[src/rtl/seg_scan_if.sv]
// Bus bundle between the scan controller and its host/display driver.
// The master drives the frame-buffer and scan controls; the slave returns the digit drive.
interface seg_scan_if #(
  parameter int unsigned NUM_DIGITS = 8
) ();
  logic                      enable;
  logic                      load;
  logic [4*NUM_DIGITS-1:0]   data;
  logic [NUM_DIGITS-1:0]     blank_mask;
  logic [NUM_DIGITS-1:0]     dp_in;
  logic [3:0]                nibble;
  logic [NUM_DIGITS-1:0]     digit_sel;
  logic                      dp;
  logic                      pending;
  logic                      frame_done;

  modport master (
    output enable, load, data, blank_mask, dp_in,
    input  nibble, digit_sel, dp, pending, frame_done
  );

  modport slave (
    input  enable, load, data, blank_mask, dp_in,
    output nibble, digit_sel, dp, pending, frame_done
  );
endinterface

[src/rtl/seg_scan_ctrl.sv]
// Time-multiplexed 7-segment scan controller with a blanking guard per slot and a
// shadowed frame buffer that is committed only at frame boundaries.
module seg_scan_ctrl #(
  parameter int unsigned NUM_DIGITS   = 8,
  parameter int unsigned CLK_DIV      = 10000,
  parameter int unsigned BLANK_CYCLES = 16
) (
  input  logic       clk,
  input  logic       rst_n,
  seg_scan_if.slave  bus
);

  localparam int unsigned CNT_W = $clog2(CLK_DIV);
  localparam int unsigned IDX_W = $clog2(NUM_DIGITS);

  logic [CNT_W-1:0]               cnt_q,     cnt_d;
  logic [IDX_W-1:0]               idx_q,     idx_d;
  logic [NUM_DIGITS-1:0][3:0]     display_q, display_d;
  logic [NUM_DIGITS-1:0][3:0]     shadow_q,  shadow_d;
  logic                           pending_q, pending_d;

  logic last_cnt_c;
  logic last_idx_c;
  logic frame_end_c;
  logic commit_c;

  assign last_cnt_c  = (cnt_q == CNT_W'(CLK_DIV - 1));
  assign last_idx_c  = (idx_q == IDX_W'(NUM_DIGITS - 1));
  assign frame_end_c = bus.enable & last_idx_c & last_cnt_c;
  // A disabled edge is treated like a frame boundary so held data lands promptly.
  assign commit_c    = ~bus.enable | frame_end_c;

  // Slot counter and digit index.
  always_comb begin
    cnt_d = cnt_q;
    idx_d = idx_q;
    if (!bus.enable) begin
      cnt_d = '0;
      idx_d = '0;
    end else if (last_cnt_c) begin
      cnt_d = '0;
      idx_d = last_idx_c ? '0 : idx_q + IDX_W'(1);
    end else begin
      cnt_d = cnt_q + CNT_W'(1);
    end
  end

  // Shadow capture and frame-boundary commit; a load on the boundary bypasses the shadow.
  always_comb begin
    display_d = display_q;
    shadow_d  = shadow_q;
    pending_d = pending_q;
    if (commit_c) begin
      if (bus.load) begin
        display_d = bus.data;
        shadow_d  = bus.data;
        pending_d = 1'b0;
      end else if (pending_q) begin
        display_d = shadow_q;
        pending_d = 1'b0;
      end
    end else if (bus.load) begin
      shadow_d  = bus.data;
      pending_d = 1'b1;
    end
  end

  always_ff @(posedge clk) begin
    if (!rst_n) begin
      cnt_q     <= '0;
      idx_q     <= '0;
      display_q <= '0;
      shadow_q  <= '0;
      pending_q <= 1'b0;
    end else begin
      cnt_q     <= cnt_d;
      idx_q     <= idx_d;
      display_q <= display_d;
      shadow_q  <= shadow_d;
      pending_q <= pending_d;
    end
  end

  // Moore decode of the digit drive; masked digits keep their slot but stay dark.
  always_comb begin
    bus.digit_sel = '0;
    bus.dp        = 1'b0;
    if (bus.enable && (cnt_q >= CNT_W'(BLANK_CYCLES)) && !bus.blank_mask[idx_q]) begin
      bus.digit_sel = NUM_DIGITS'(1) << idx_q;
      bus.dp        = bus.dp_in[idx_q];
    end
  end

  assign bus.nibble     = display_q[idx_q];
  assign bus.pending    = pending_q;
  assign bus.frame_done = frame_end_c;

endmodule

[src/flat_wrapper.sv]
// flat-port wrapper written by rule: the top's interface ports become plain ports
module seg_scan_ctrl_flat 
#(
  parameter int unsigned NUM_DIGITS   = 8,
  parameter int unsigned CLK_DIV      = 10000,
  parameter int unsigned BLANK_CYCLES = 16
)
  (clk, rst_n, bus_enable, bus_load, bus_data, bus_blank_mask, bus_dp_in, bus_nibble, bus_digit_sel, bus_dp, bus_pending, bus_frame_done);
  seg_scan_if #(.NUM_DIGITS(NUM_DIGITS)) bus_i ();
  input  logic clk;
  input  logic rst_n;
  input wire logic [$bits(bus_i.enable)-1:0] bus_enable;
  input wire logic [$bits(bus_i.load)-1:0] bus_load;
  input wire logic [$bits(bus_i.data)-1:0] bus_data;
  input wire logic [$bits(bus_i.blank_mask)-1:0] bus_blank_mask;
  input wire logic [$bits(bus_i.dp_in)-1:0] bus_dp_in;
  output wire logic [$bits(bus_i.nibble)-1:0] bus_nibble;
  output wire logic [$bits(bus_i.digit_sel)-1:0] bus_digit_sel;
  output wire logic [$bits(bus_i.dp)-1:0] bus_dp;
  output wire logic [$bits(bus_i.pending)-1:0] bus_pending;
  output wire logic [$bits(bus_i.frame_done)-1:0] bus_frame_done;
  assign bus_i.enable = bus_enable;
  assign bus_i.load = bus_load;
  assign bus_i.data = bus_data;
  assign bus_i.blank_mask = bus_blank_mask;
  assign bus_i.dp_in = bus_dp_in;
  assign bus_nibble = bus_i.nibble;
  assign bus_digit_sel = bus_i.digit_sel;
  assign bus_dp = bus_i.dp;
  assign bus_pending = bus_i.pending;
  assign bus_frame_done = bus_i.frame_done;
  seg_scan_ctrl #(.NUM_DIGITS(NUM_DIGITS), .CLK_DIV(CLK_DIV), .BLANK_CYCLES(BLANK_CYCLES)) u_core (.clk(clk), .rst_n(rst_n), .bus(bus_i));
endmodule
[config.mk]
export PLATFORM = sky130hd
export DESIGN_NAME = seg_scan_ctrl_flat
export DESIGN_NICKNAME = d
export VERILOG_FILES = /design/src/rtl/seg_scan_if.sv /design/src/rtl/seg_scan_ctrl.sv /design/src/flat_wrapper.sv
export SDC_FILE = /design/constraint.sdc
export NUM_CORES = 1
export LEC_CHECK = 0
export ABC_AREA = 1
export CORE_MARGIN = 4
export CORE_UTILIZATION = 37
export CTS_CLUSTER_SIZE = 28
export DETAILED_ROUTE_END_ITERATION = 7
export HOLD_SLACK_MARGIN = 0.08
export PLACE_DENSITY = 0.67
export SLEW_MARGIN = 5
export SYNTH_ARGS = -nofsm -noshare
export SYNTH_HDL_FRONTEND = slang
export SYNTH_SLANG_ARGS = --single-unit
[constraint.sdc]
create_clock -name clk -period 2.4 [get_ports clk]
set_clock_uncertainty 0.15 [all_clocks]
set_input_delay 0.48 -clock clk [delete_from_list [all_inputs] [get_ports clk]]
set_output_delay 0.48 -clock clk [all_outputs]
set_load 0.01 [all_outputs]
==> out/metrics.cfg, run 1 <==
[synth]
ys_seq_elements = 82
synthCells = 521
syn_avg_cell_area_um2 = 7.54
synth_cell_types = 35
synth-seq-area-share_pct = 41.8
synthTopCellsByArea = dfxtp_1, nor2_1, mux2i_1, nand2_1, a21oi_1
synth_top_area_share_pct = 41.8
synth.largest_area_cell = dfxtp_1
synth.net_count = 581
yosysWarnings = 0
syn-cell-area_um2 = 3930

[cts]
numClockSinks = 82
cts_inserted_buffers = 9
clock_path_buffers = 2
clkTransAtPathRegs_ns = 0.07
clkLatencyLatePin_ns = 0.35
hold_buffers = 0
cts_tree = done
htreeDepth = 3
cts-root-buf = clkbuf_8

[die]
coreArea_um2 = 10300
start_util_pct = 38.0
ios = 67
die_height_um = 111
dieWidth_um = 111
design.die.area_um2 = 12300
rows = 37

[drt]
viasPerCell = 4.80
routed_wl_mm = 9.14
remaining_drc_errors = 0
initialDrtViolationCount = 183
final_antenna_net_count = 0
drt_first_pass_iters = 5
dr_total_vias = 3499
wl_per_cell_um = 12.5

[sta]
slew_headroom_pct = 65.9
finalCritPeriodShare_pct = 96.5
rsz0062_at_grt = true
slew_viol_final = 0
period_needed_ns = 2.32
worstMarginPinSlew_ns = 0.510
fmax_mhz = 432
setup_viol = 0
finalHoldViolCount = 0
fin_tns_setup_ns = 0

[place]
placed_area_um2 = 4760
portBuffers = 66
dp_hpwl_mm = 6.48
gp_congestion = 0.892

[setup_path]
worst-path-stages = 7
reg2reg_from = u_core.idx_q[0]$_SDFFE_PN0P_
cp.arrival_ns = 1.69
critPathCapture = bus_dp
ff2ff_path_depth = 11
crit_slowest_cell = clkdlybuf4s50_1
rrSetupSlack_ns = 0.24
criticalPathCategory = input port to output pin
crit_family = buffers and inverters
cp-end-kind = output pin
worstReg2RegEnd = u_core.display_q[24]$_SDFFE_PN0P_
critPathLaunchType = input port
worst-path-buf-inv = 2
cp_data_required_time_ns = 1.77
crit_path_max_fanout = 1
critical_path.startpoint = bus_dp_in[5]
path_common_cell = nor2_1
crit_chain = clkdlybuf4s50_1, nor2_1, o21ai_1, a21oi_1, or2_4, nor2_1, buf_2
cpPeakStageDelay_ns = 0.46

[final_layout]
layout-drive-gt1-share_pct = 12.8
syn_to_final_growth_pct = 26.9
diodes = 0
finish.net_count = 648
fill_cells = 986
utilization_pct = 48.3
postLayoutCellArea_um2 = 4980

[grt]
grt_use_met2_pct = 23.7
grt_pass1_vias = 3376
grt_use_met3_pct = 3.71
met1_usage_pct = 20.7
grt_antenna_before_repair = 0
grt_pass1_wl_mm = 15.8
grt-busiest-layer = met2
grt-ovfl-total = 0
grt_max_degree = 65
grt_usage_pct = 15.3

[status]
status = finished clean

[min_path]
min_path_type = flip-flop to flip-flop

[pwr]
p_per_area_nw_per_um2 = 593
power.leakage_nw = 2.14
vdd_ir_drop_max_mv = 0.340

[job]
drv_cap = 0

[metal layers]
layer  up-vias  part of all wire [%]
met5         -                     0
met4         0                   1.1
met3         9                   4.5
met2        75                    46
met1      1577                    49
li1       1838                     -
[repair_timing]
action,CTS,global route
buffers inserted,0,0
pin swaps,5,10
gates resized for setup,43,27
cloned,1,0
hold endpoints to repair,0,0
setup endpoints to repair,14,14
[per-stage QoR]
step                power, mW  instances  hold WS [ns]  worst slack [ns]
finish                   2.96        729         0.321            0.0839
CTS                      2.98        729         0.325           -0.0224
detailed placement       1.86        712         0.306            -0.406
global route             3.10        729         0.348          -0.00596
global placement         1.85        712         0.293            -0.374
floorplan                1.72        521         0.280             0.439
[flip-flops by register name (all words and copies together), names as in the netlist]
signal and flops:
u_core.display_q 32, u_core.shadow_q 32, u_core.cnt_q 14, u_core.idx_q 3
u_core.bus.pending 1
[worst register-to-register path: stages (launching register included)]
cell	delay, ns
dfxtp_4	0.37
buf_4	0.17
ha_1	0.20
ha_2	0.20
nand2_1	0.07
buf_4	0.13
inv_1	0.08
nand3_4	0.10
nand2_8	0.29
nand3_1	0.16
nand2_1	0.10
nor2_1	0.04
[where the power goes]
part	total, mW	leakage [nW]	switching (mW)	internal, mW
combinational	0.360	1.34	0.179	0.181
clock	1.13	0.117	0.489	0.644
sequential	1.46	0.675	0.0307	1.43
[cell type report]
cell class | instances | area (µm²) | share of cell area [%]
well taps | 136 | 170 | 3.41
inverters | 24 | 90.1 | 1.81
multi-input cells | 382 | 2040 | 40.9
repair buffers | 89 | 808 | 16.2
clock inverters | 4 | 73.8 | 1.48
clock buffers | 12 | 155 | 3.11
flip-flops and latches | 82 | 1650 | 33.0
[Yosys cell counts, drive strengths merged]
cell,n
clkinv,1
o211ai,1
nand3,43
nor3b,2
nor2,124
and3,1
xnor2,2
dfxtp,82
or2,2
ha,8
o21a,1
nor3,6
inv,23
o21ai,23
nand4,3
a31oi,5
xor2,1
a21oi,45
o22ai,3
mux2i,32
nand2,79
clkbuf,7
buf,27
[layout by cell type (no fill, tap or decap), types with 7 or more instances in the layout]
cell,Yosys,routed
nand3_1,40,40
o21ai_0,23,17
clkbuf_8,0,11
nand2_1,77,75
inv_1,23,22
clkdlybuf4s50_1,0,51
nor2_1,122,116
dfxtp_1,82,80
buf_4,2,19
mux2i_1,32,32
ha_1,8,7
a21oi_1,45,45
buf_2,14,9
[how the worst min path moves through the flow]
stage                                     startpoint                    endpoint  cells past startpoint
after floorplan           u_core.cnt_q[0]$_SDFF_PP0_  u_core.cnt_q[0]$_SDFF_PP0_                      1
after global placement    u_core.cnt_q[0]$_SDFF_PP0_  u_core.cnt_q[0]$_SDFF_PP0_                      1
after detailed placement  u_core.cnt_q[0]$_SDFF_PP0_  u_core.cnt_q[0]$_SDFF_PP0_                      1
after CTS                 u_core.cnt_q[0]$_SDFF_PP0_  u_core.cnt_q[0]$_SDFF_PP0_                      1
after global routing      u_core.cnt_q[0]$_SDFF_PP0_  u_core.cnt_q[0]$_SDFF_PP0_                      1
final                     u_core.cnt_q[0]$_SDFF_PP0_  u_core.cnt_q[0]$_SDFF_PP0_                      1
[logic make-up (layout without fill, tap and decap cells)]
logic type,Yosys count,count (layout),share of synthesized area [%]
buffers and inverters,58,129,7.52
DFF,82,82,41.8
adders and majority gates,8,8,2.55
muxes,32,32,8.16
AOI/OAI and AO/OA,78,78,10.3
and+or+nand+nor,260,261,29.0
xor gates and xnor gates,3,3,0.669
No activity file was read; power rests on OpenSTA's default activity.
==> run 2: changes to the inputs <==
==> constraint.sdc (replaced) <==
create_clock -name clk -period 2.2 [get_ports clk]
set_clock_uncertainty 0.15 [all_clocks]
set_input_delay 0.44 -clock clk [delete_from_list [all_inputs] [get_ports clk]]
set_output_delay 0.44 -clock clk [all_outputs]
set_load 0.01 [all_outputs]
==> out/metrics.cfg, run 2 (synthesis results as in run 1) <==
[setup_path]
worstReg2RegEnd = u_core.display_q[5]$_SDFFE_PN0P_
cp_data_required_time_ns = 1.61  ; -0.16 ns
crit_slowest_cell = dfxtp_4
crit_family = flip-flops
worst-path-stages = 7  ; unchanged
crit_chain = buf_6, o21ai_2, o22ai_2, nand2_2, nand3_4, nor2_2, buf_2
cp-end-kind = output pin
cpPeakStageDelay_ns = 0.37  ; -0.09 ns
rrSetupSlack_ns = 0.23  ; about the same
reg2reg_from = u_core.idx_q[0]$_SDFFE_PN0P_
worst-path-buf-inv = 2  ; unchanged
crit_path_max_fanout = 8  ; +7
critPathLaunchType = flip-flop
cp.arrival_ns = 1.67  ; -0.02 ns
criticalPathCategory = flip-flop to output pin
ff2ff_path_depth = 11  ; unchanged

[sta]
slew_headroom_pct = 67.0  ; +1.1 points
finalHoldViolCount = 0  ; unchanged
setup_viol = 8  ; +8
worstMarginPinSlew_ns = 0.494  ; -0.0167 ns
fmax_mhz = 443
fin_tns_setup_ns = -0.156  ; -0.156 ns
period_needed_ns = 2.26
slew_viol_final = 0  ; unchanged
setup_ws_ns = -0.0556  ; -0.139 ns
rsz0062_at_grt = true
finalCritPeriodShare_pct = 103
holdWs_ns = 0.328  ; +0.00750 ns

[place]
portBuffers = 66  ; unchanged
gp_congestion = 0.882  ; -1.1%
place_inst = 732  ; +2.8%
dp_hpwl_mm = 6.79  ; +4.8%
placed_area_um2 = 4920  ; +3.4%
pre_cts_ws_ns = -0.511  ; -0.105 ns

[grt]
grt_pass1_vias = 3481  ; +3.1%
grt_antenna_before_repair = 0  ; unchanged
grt-ovfl-total = 0  ; unchanged
grt_max_degree = 45  ; -31%
grt_pass1_wl_mm = 16.1  ; +1.9%
grt_usage_pct = 15.4  ; +0.15 points

[final_layout]
syn_to_final_growth_pct = 34.0
postLayoutCellArea_um2 = 5260  ; +5.5%
utilization_pct = 51.0  ; +2.7 points
largestRegisters = u_core.display_q: 32 flops, u_core.shadow_q: 32 flops, u_core.cnt_q: 14 flops
finish.net_count = 673  ; +3.9%
instances_no_fill = 752  ; +3.2%
layout-drive-gt1-share_pct = 18.8  ; +6.0 points
fill_cells = 992  ; +0.61%
diodes = 0  ; unchanged
final_cell_mix = nor2_1, dfxtp_1, nand2_1
layout_commonest_cell = nor2_1

[status]
status = finished, violations left
violations = setup timing

[drt]
wl_per_cell_um = 12.6  ; +0.40%
viasPerCell = 4.78  ; -0.37%
initialDrtViolationCount = 202  ; +10%
routed_wl_mm = 9.47  ; +3.6%
drt_first_pass_iters = 5  ; unchanged
remaining_drc_errors = 0  ; unchanged
dr_total_vias = 3596  ; +2.8%
final_antenna_net_count = 0  ; unchanged

[cts]
cts_inserted_buffers = 9  ; unchanged
htreeDepth = 3  ; unchanged
clkLatencyLatePin_ns = 0.35  ; about the same
numClockSinks = 82  ; unchanged
clkTransAtPathRegs_ns = 0.08  ; about the same
hold_buffers = 0  ; unchanged
cts_tree = done
clock_path_buffers = 2  ; unchanged
cts-root-buf = clkbuf_8

[min_path]
hold_start = u_core.display_q[12]$_SDFFE_PN0P_
min_path_type = flip-flop to flip-flop
hold_depth = 2  ; +1
whs_endpoint = u_core.display_q[12]$_SDFFE_PN0P_

[die]
ios = 67  ; unchanged
dieWidth_um = 111  ; unchanged
start_util_pct = 38.0  ; unchanged
rows = 37  ; unchanged
design.die.area_um2 = 12300  ; unchanged
coreArea_um2 = 10300  ; unchanged
die_height_um = 111  ; unchanged

[pwr]
power.leakage_nw = 2.27  ; +6.5%
p_total_mw = 3.08  ; +4.3%
vdd_ir_drop_max_mv = 0.355  ; +4.3%
p_per_area_nw_per_um2 = 586  ; -1.2%

[job]
drv_cap = 0  ; unchanged

[run 2: changes by cell type in the layout (fill, tap and decap cells not counted), moves of 4 or more]
cell	change
buf_4	+21
buf_2	+5
nor2_1	-5
clkbuf_2	-4
nor2_2	+4
o21ai_0	-4
[run 2: metal layers]
layer	track usage [%]	wire length, µm	up-vias
li1	-	-	1883
met1	19.9	4350	1624
met2	25.6	4520	77
met3	3.11	465	12
met4	5.35	129	0
met5	0	0	-
[run 2: timing repair]
item,in CTS,in global routing
resized for setup,87,25
endpoints found under the setup margin,14,14
hold endpoints to repair,0,0
cloned,1,0
buffers inserted,3,2
pin swaps,14,16
[run 2: worst max path at each step]
stage                       endpoint  slack (ns)                    startpoint
floorplan           bus_digit_sel[0]        0.28  u_core.idx_q[0]$_SDFFE_PN0P_
global placement              bus_dp       -0.49                  bus_dp_in[4]
detailed placement            bus_dp       -0.51                  bus_dp_in[4]
CTS                 bus_digit_sel[3]       -0.06  u_core.idx_q[0]$_SDFFE_PN0P_
global route        bus_digit_sel[5]       -0.14  u_core.idx_q[0]$_SDFFE_PN0P_
finish              bus_digit_sel[5]       -0.06  u_core.idx_q[0]$_SDFFE_PN0P_
[run 2: power by group]
group	switching [mW]	internal [mW]
registers	0.0325	1.56
clock network	0.506	0.570
logic	0.201	0.211
total	0.739	2.34
[run 2: final cells by class]
cell class,count,area (µm²),area share [%]
Clock inverter,3,40.0,0.761
Inverter,24,92.6,1.76
Tap cell,136,170,3.24
Clock buffer,11,151,2.88
Timing Repair Buffer,114,1030,19.6
Multi-Input combinational cell,382,2130,40.4
Sequential cell,82,1650,31.3
[run 2: worst reg2reg max path: stages (launching register included)]
cell and delay [ns]:
dfxtp_4 0.37, buf_12 0.15, ha_4 0.17, ha_4 0.16, nand2_1 0.08, buf_4 0.11, inv_1 0.05, nand3_4 0.11
nand2_8 0.10, buf_4 0.19, a21oi_1 0.16, nor2_1 0.07
